## src/rtl/m32_8.sv

```systemverilog
// 32-to-8 serializer for the PCIe PHY transmit path: one 32-bit word in over
// valid/ready, four registered bytes out on consecutive clk_4f cycles.
module m32_8 #(
    parameter bit         MSB_FIRST = 1'b1,
    parameter logic [7:0] IDLE_BYTE = 8'h00
) (
    input  logic        clk_4f,
    input  logic        reset,
    input  logic [31:0] data_input,
    input  logic        valid_input,
    output logic        ready_32_8,
    output logic [7:0]  data_32_8,
    output logic        valid_32_8
);

    typedef enum logic {IDLE, SEND} state_t;

    state_t      state, state_n;
    logic [1:0]  cnt, cnt_n;
    logic [31:0] shift, shift_n;
    logic [31:0] hold, hold_n;
    logic        hold_v, hold_v_n;
    logic [7:0]  data_n;
    logic        valid_n;
    logic        ready_n;
    logic        xfer;
    logic        last;
    logic [1:0]  sel;
    logic [7:0]  cur_byte;

    assign xfer = valid_input && ready_32_8;
    assign last = (state == SEND) && (cnt == 2'd3);
    assign sel  = MSB_FIRST ? ~cnt : cnt;

    always_comb begin
        case (sel)
            2'd0:    cur_byte = shift[7:0];
            2'd1:    cur_byte = shift[15:8];
            2'd2:    cur_byte = shift[23:16];
            default: cur_byte = shift[31:24];
        endcase
    end

    always_comb begin
        state_n  = state;
        cnt_n    = cnt;
        shift_n  = shift;
        hold_n   = hold;
        hold_v_n = hold_v;
        data_n   = IDLE_BYTE;
        valid_n  = 1'b0;
        case (state)
            IDLE: begin
                if (xfer) begin
                    shift_n = data_input;
                    cnt_n   = 2'd0;
                    state_n = SEND;
                end
            end
            SEND: begin
                data_n  = cur_byte;
                valid_n = 1'b1;
                cnt_n   = cnt + 2'd1;
                if (last) begin
                    // Reload on the last byte keeps the output stream gapless.
                    if (hold_v) begin
                        shift_n  = hold;
                        hold_v_n = 1'b0;
                    end else if (xfer) begin
                        shift_n = data_input;
                    end else begin
                        state_n = IDLE;
                    end
                end else if (xfer) begin
                    hold_n   = data_input;
                    hold_v_n = 1'b1;
                end
            end
            default: state_n = IDLE;
        endcase
        ready_n = !hold_v_n;
    end

    always_ff @(posedge clk_4f or negedge reset) begin
        if (!reset) begin
            state      <= IDLE;
            cnt        <= 2'd0;
            shift      <= 32'd0;
            hold       <= 32'd0;
            hold_v     <= 1'b0;
            data_32_8  <= IDLE_BYTE;
            valid_32_8 <= 1'b0;
            ready_32_8 <= 1'b0;
        end else begin
            state      <= state_n;
            cnt        <= cnt_n;
            shift      <= shift_n;
            hold       <= hold_n;
            hold_v     <= hold_v_n;
            data_32_8  <= data_n;
            valid_32_8 <= valid_n;
            ready_32_8 <= ready_n;
        end
    end

endmodule

```

## config.mk

```make
export PLATFORM = sky130hd
export DESIGN_NAME = m32_8
export DESIGN_NICKNAME = d
export VERILOG_FILES = /design/src/rtl/m32_8.sv
export SDC_FILE = /design/constraint.sdc
export NUM_CORES = 1
export LEC_CHECK = 0
export ABC_CLOCK_PERIOD_IN_PS = 2800
export CELL_PAD_IN_SITES_DETAIL_PLACEMENT = 1
export CELL_PAD_IN_SITES_GLOBAL_PLACEMENT = 1
export CORE_MARGIN = 1
export CORE_UTILIZATION = 50
export CTS_CLUSTER_SIZE = 20
export DETAILED_ROUTE_END_ITERATION = 12
export PLACE_DENSITY = 0.9
export SLEW_MARGIN = 0
export SYNTH_ARGS = -nofsm -noshare
export SYNTH_HDL_FRONTEND = slang
export SYNTH_SLANG_ARGS = --single-unit
```

## constraint.sdc

```tcl
create_clock -name clk_4f -period 2.8 [get_ports clk_4f]
set_input_delay 0.56 -clock clk_4f [delete_from_list [all_inputs] [get_ports clk_4f]]
set_output_delay 0.56 -clock clk_4f [all_outputs]
set_load 0.02 [all_outputs]
```

Word level (Yosys, flattened, before mapping)
Cells that the tools add are included.
Widths: inputs -> output; s select.
{"block": "totals", "word_cells": 38, "ff_bits": 78}
{"block": "op_classes", "mux": 16, "n_eq_ne": 5, "n_bitwise": 3, "n_addsub": 1, "reduce_logical": 5}
{"op": "$mux 32", "n": 3}
{"op": "$pmux 32 s2", "n": 1}
{"op": "$pmux 8 s3", "n": 1}
{"op": "$mux 8", "n": 1}
{"op": "$mux 1", "n": 7}
{"op": "$eq 2x2->1 const B", "n": 2}
{"op": "$pmux 2 s2", "n": 1}
{"op": "$reduce_and 3->1", "n": 1}
{"op": "$add 2x1->2 const B", "n": 1}
{"op": "$eq 2x1->1 const B", "n": 1}
{"op": "$logic_and 1x1->1", "n": 2}
{"op": "$logic_not 2->1", "n": 1}
{"op": "$mux 2", "n": 1}
{"op": "$ne 2x1->1 const B", "n": 1}
{"op": "$ne 2x2->1 const B", "n": 1}
{"op": "$not 1->1", "n": 2}
{"op": "$not 2->2", "n": 1}
{"op": "$pmux 1 s2", "n": 1}
{"op": "$logic_not 1->1", "n": 1}

Depth between registers and ports, before layout
{"block": "logic_depth", "depth_word": 5, "depth_mapped": 6}

Worst setup path after synthesis
No wires, ideal clock.
{"block": "synth_timing", "kind": "register -> register", "start": "reg cnt[0]", "end": "reg shift[0]", "setup_ns": 0.125, "slack_ns": 1.217, "period_less_slack_ns": 1.583, "t_arrival_ns": 1.458, "path_stages_with_launch": 6, "cell_sequence": "dfrtp_1 -> ha_1 -> inv_1 -> a22oi_4 -> buf_12 -> mux2_4"}
{"block": "synth_between", "elab_chain_len": 3}
{"element": "start, declared", "line_no": "19", "source": "logic [1:0] cnt, cnt_n;"}
{"element": "start signal, assigned", "line_no": "96", "source": "cnt <= cnt_n;"}
{"element": "$eq 2x2->1", "line_no": "32", "source": "assign last = (state == SEND) && (cnt == 2'd3);"}
{"element": "$logic_and 1x1->1", "line_no": "32"}
{"element": "$ne 2x1->1 (no line)"}
{"element": "end signal, assigned", "line_no": "97", "source": "shift <= shift_n;"}
{"element": "end, declared", "line_no": "20", "source": "logic [31:0] shift, shift_n;"}
Every way passes these cells.
A chain may end at the register's enable or synchronous reset.

Worst setup path in the final report
{"block": "layout_timing", "start": "reg cnt[0]", "end": "reg hold[21]"}
{"block": "layout_between", "elab_chain_len": 4}
{"element": "$eq 2x2->1", "line_no": "32"}
{"element": "$logic_and 1x1->1", "line_no": "32"}
{"element": "$not 1->1 (no line)"}
{"element": "$reduce_and 3->1 (no line)"}
{"element": "end signal, assigned", "line_no": "98", "source": "hold <= hold_n;"}
{"element": "end, declared", "line_no": "21", "source": "logic [31:0] hold, hold_n;"}
Every way passes these cells.

==> run summary <==
first-pass GRT wire length = 13,600 um
Buf/Inv on CP = 2
met3 wire len = 317 um
largest net degree at the start of global routing = 79
PwrDens = 1280 nW/um2
area delta synth->final = 20.2%
crit start category = flop
Max Cap Viol = 0
worst-path fanout max = 32
DR top layer = met4
Num Clock Sinks = 78
fin crit share = 80.8%
Finished Core Util = 63.1%
diodes inserted = 0
Syn Nets = 276
power share of the clock group = 19.8%
Mean Syn Cell Area = 15.3 um2
vias in the first global route = 2,492
most area-consuming cells after synthesis = dfrtp_1 54%, mux2_4 17%, mux2_1 9.3%
max-slew violations = 0
Arr. time, crit path = 2.50 ns
endpoint class of the critical path = flop
top_reg_cell synth = dfrtp_1
worst path cell trace = ha_1, inv_1, nand4_4, buf_4, mux2_1
Mapped Cells = 237
Post-synth EDFFs = 0
met2 wire length = 4670 um
die width = 87.1 um
Clock Root Buffer = clkbuf_8
Psw = 1.87 mW
Die Area = 7590 um2
outcome = finished clean
Vert. Die Dim = 87.1 um
hold crit path type = in -> async
Int Pwr = 3.72 mW
power share of the combinational group = 42.1%
final WL = 8340 um
critical path's slowest cell = ha_1
# resized after CTS = 0
Top delay family on crit path = buffers and inverters
DR WL/cell = 21.8 um
Yosys warnings = 0
Crit Path Category = reg -> reg
Seq pwr share = 38.2%
total congestion overflow = 0
Slew headroom = 34.8%
Vias = 2,183
Detail Route Antenna Nets = 0
CTS Buf Count = 9
Yosys cell types = 26
DRT met1 WL = 3160 um
Yosys top cell area share = 53.8%
largest area contributor in the netlist = dfrtp_1
DRC = 0
Worst Path Required = 3.04 ns
fin crit period = 2.26 ns
Max Freq = 442 MHz
RSZ-0062 raised after global routing = false
CTS tree = yes
share of layout cells above drive strength 1 = 26.1%
via/cell ratio = 5.70
Setup Viol. Count Final = 0
PortBufs = 44
Setup TNS = 0 ns
Clock H-tree levels = 3
crit-path max cell delay = 0.51 ns
row count = 30
Hold Buf Count CTS = 0
setup bufs post-CTS = 0
initial core utilization = 52.5%
clk_lat worst skew = 0.36 ns
Async S/R FF share, synth = 100%
leakage = 1.95 nW
Iter 0 DRT Violations = 124
#FFs+latches synth = 78
initial antenna violation count = 0
clk slew on worst S/H paths = 0.08 ns
GP Congestion = 0.803
IR drop worst, VDD = 0.506 mV
sequential area share after synthesis = 53.8%
Post-layout nets = 321
Slew @ Worst Pin = 0.978 ns
final clock skew = 0.0106 ns
core area = 6910 um2
gr usage total = 25.0%
Post-Syn Area = 3620 um2
DR pass1 iterations = 5
I/O Pins = 45
Net Sw Frac = 33.5%
DP Wirelength = 5350 um
clock buffer depth = 2
final hold vios = 0
==> cells by family (layout without fill, tap and decap cells) <==
family	after synthesis	in the layout	synth area share [%]
muxes	83	83	29.9
DFF	78	78	53.8
AOI/OAI and AO/OA	37	37	7.84
buffers and inverters	18	68	3.90
and+or+nand+nor	17	17	3.14
adders and majority gates	4	4	1.38
==> power groups by stage <==
stage,clock [mW],combinational [mW],sequential [mW]
6_report,1.10,2.35,2.13
5_1_grt,1.17,2.52,2.18
4_1_cts,1.13,2.38,2.13
3_5_place_dp,0,2.33,2.12
3_3_place_gp,0,2.21,2.05
2_1_floorplan,0,1.83,2.02
==> cell type report <==
type	count	area, um2
inverters	5	18.8
clock inverters	6	134
fillers	657	2550
multi-input cells	141	1530
flip-flops and latches	78	1950
clock buffers	10	128
repair buffers	47	473
well taps	96	120
==> cell usage after synthesis, types with 4 or more instances <==
cell type and instances:
ha_1 4, mux2_4 40, a222oi_1 8, dfrtp_1 78, mux2_2 12, a21oi_1 9, inv_1 5, buf_6 5
nand2_1 5, and2_1 7, mux2_1 30, a221o_1 7, clkbuf_1 5, o21ai_0 9
==> cell usage in the layout (no fill, tap or decap), types with 3 or more instances in the layout <==
master and instances:
clkdlybuf4s50_1 43, and2_1 7, a222oi_1 8, mux2_1 30, mux2_2 12, o21ai_0 9
a21oi_1 9, mux2_4 40, clkbuf_8 9, a221o_1 7, nand2_1 5, dfrtp_1 78
ha_1 4, inv_1 5, bufinv_16 4, buf_4 3
==> routing by layer <==
metal,up-vias,track usage [%]
met4,0,10.6
met1,1149,27.8
li1,959,-
met5,-,0
met2,61,46.6
met3,14,4.55
==> worst reg2reg max path, cell delays in order, from the launching register on <==
cell	delay [ns]
dfrtp_1	0.45
ha_1	0.51
inv_1	0.24
nand4_4	0.11
buf_4	0.42
mux2_1	0.41
==> path summary, 6_finish.rpt <==
kind                       slack (ns)               endpoint  cells after the start            startpoint
max                              0.54   hold[21]$_DFFE_PN0P_                      5    cnt[0]$_DFFE_PN0P_
min                              0.35       hold_v$_DFF_PN0_                      1                 reset
max reg2reg                      0.54   hold[21]$_DFFE_PN0P_                      5    cnt[0]$_DFFE_PN0P_
min reg2reg                      0.49   hold[16]$_DFFE_PN0P_                      1  hold[16]$_DFFE_PN0P_
max in group asynchronous        1.82  shift[22]$_DFFE_PN0P_                      1                 reset
min in group clk_4f              0.49   hold[16]$_DFFE_PN0P_                      1  hold[16]$_DFFE_PN0P_
==> stage by stage <==
step                cells  total power, mW  setup slack (ns)  instance area (um2)  hold slack, ns
finish                383             5.58             0.537                 4360           0.347
global route          383             5.87             0.401                 4360           0.429
CTS                   383             5.64             0.510                 4360           0.377
detailed placement    367             4.45             0.516                 4100           0.482
global placement      367             4.27             0.637                 4100           0.466
floorplan             237             3.84              1.22                 3620           0.264
==> registers in the layout, indices dropped and copies added, names as in the netlist <==
| name | cells |
|---|---|
| cnt | 2 |
| shift | 32 |
| state | 1 |
| data_32_8 | 8 |
| hold_v | 1 |
| ready_32_8 | 1 |
| hold | 32 |
| valid_32_8 | 1 |
(Power assumes the default switching activity.)
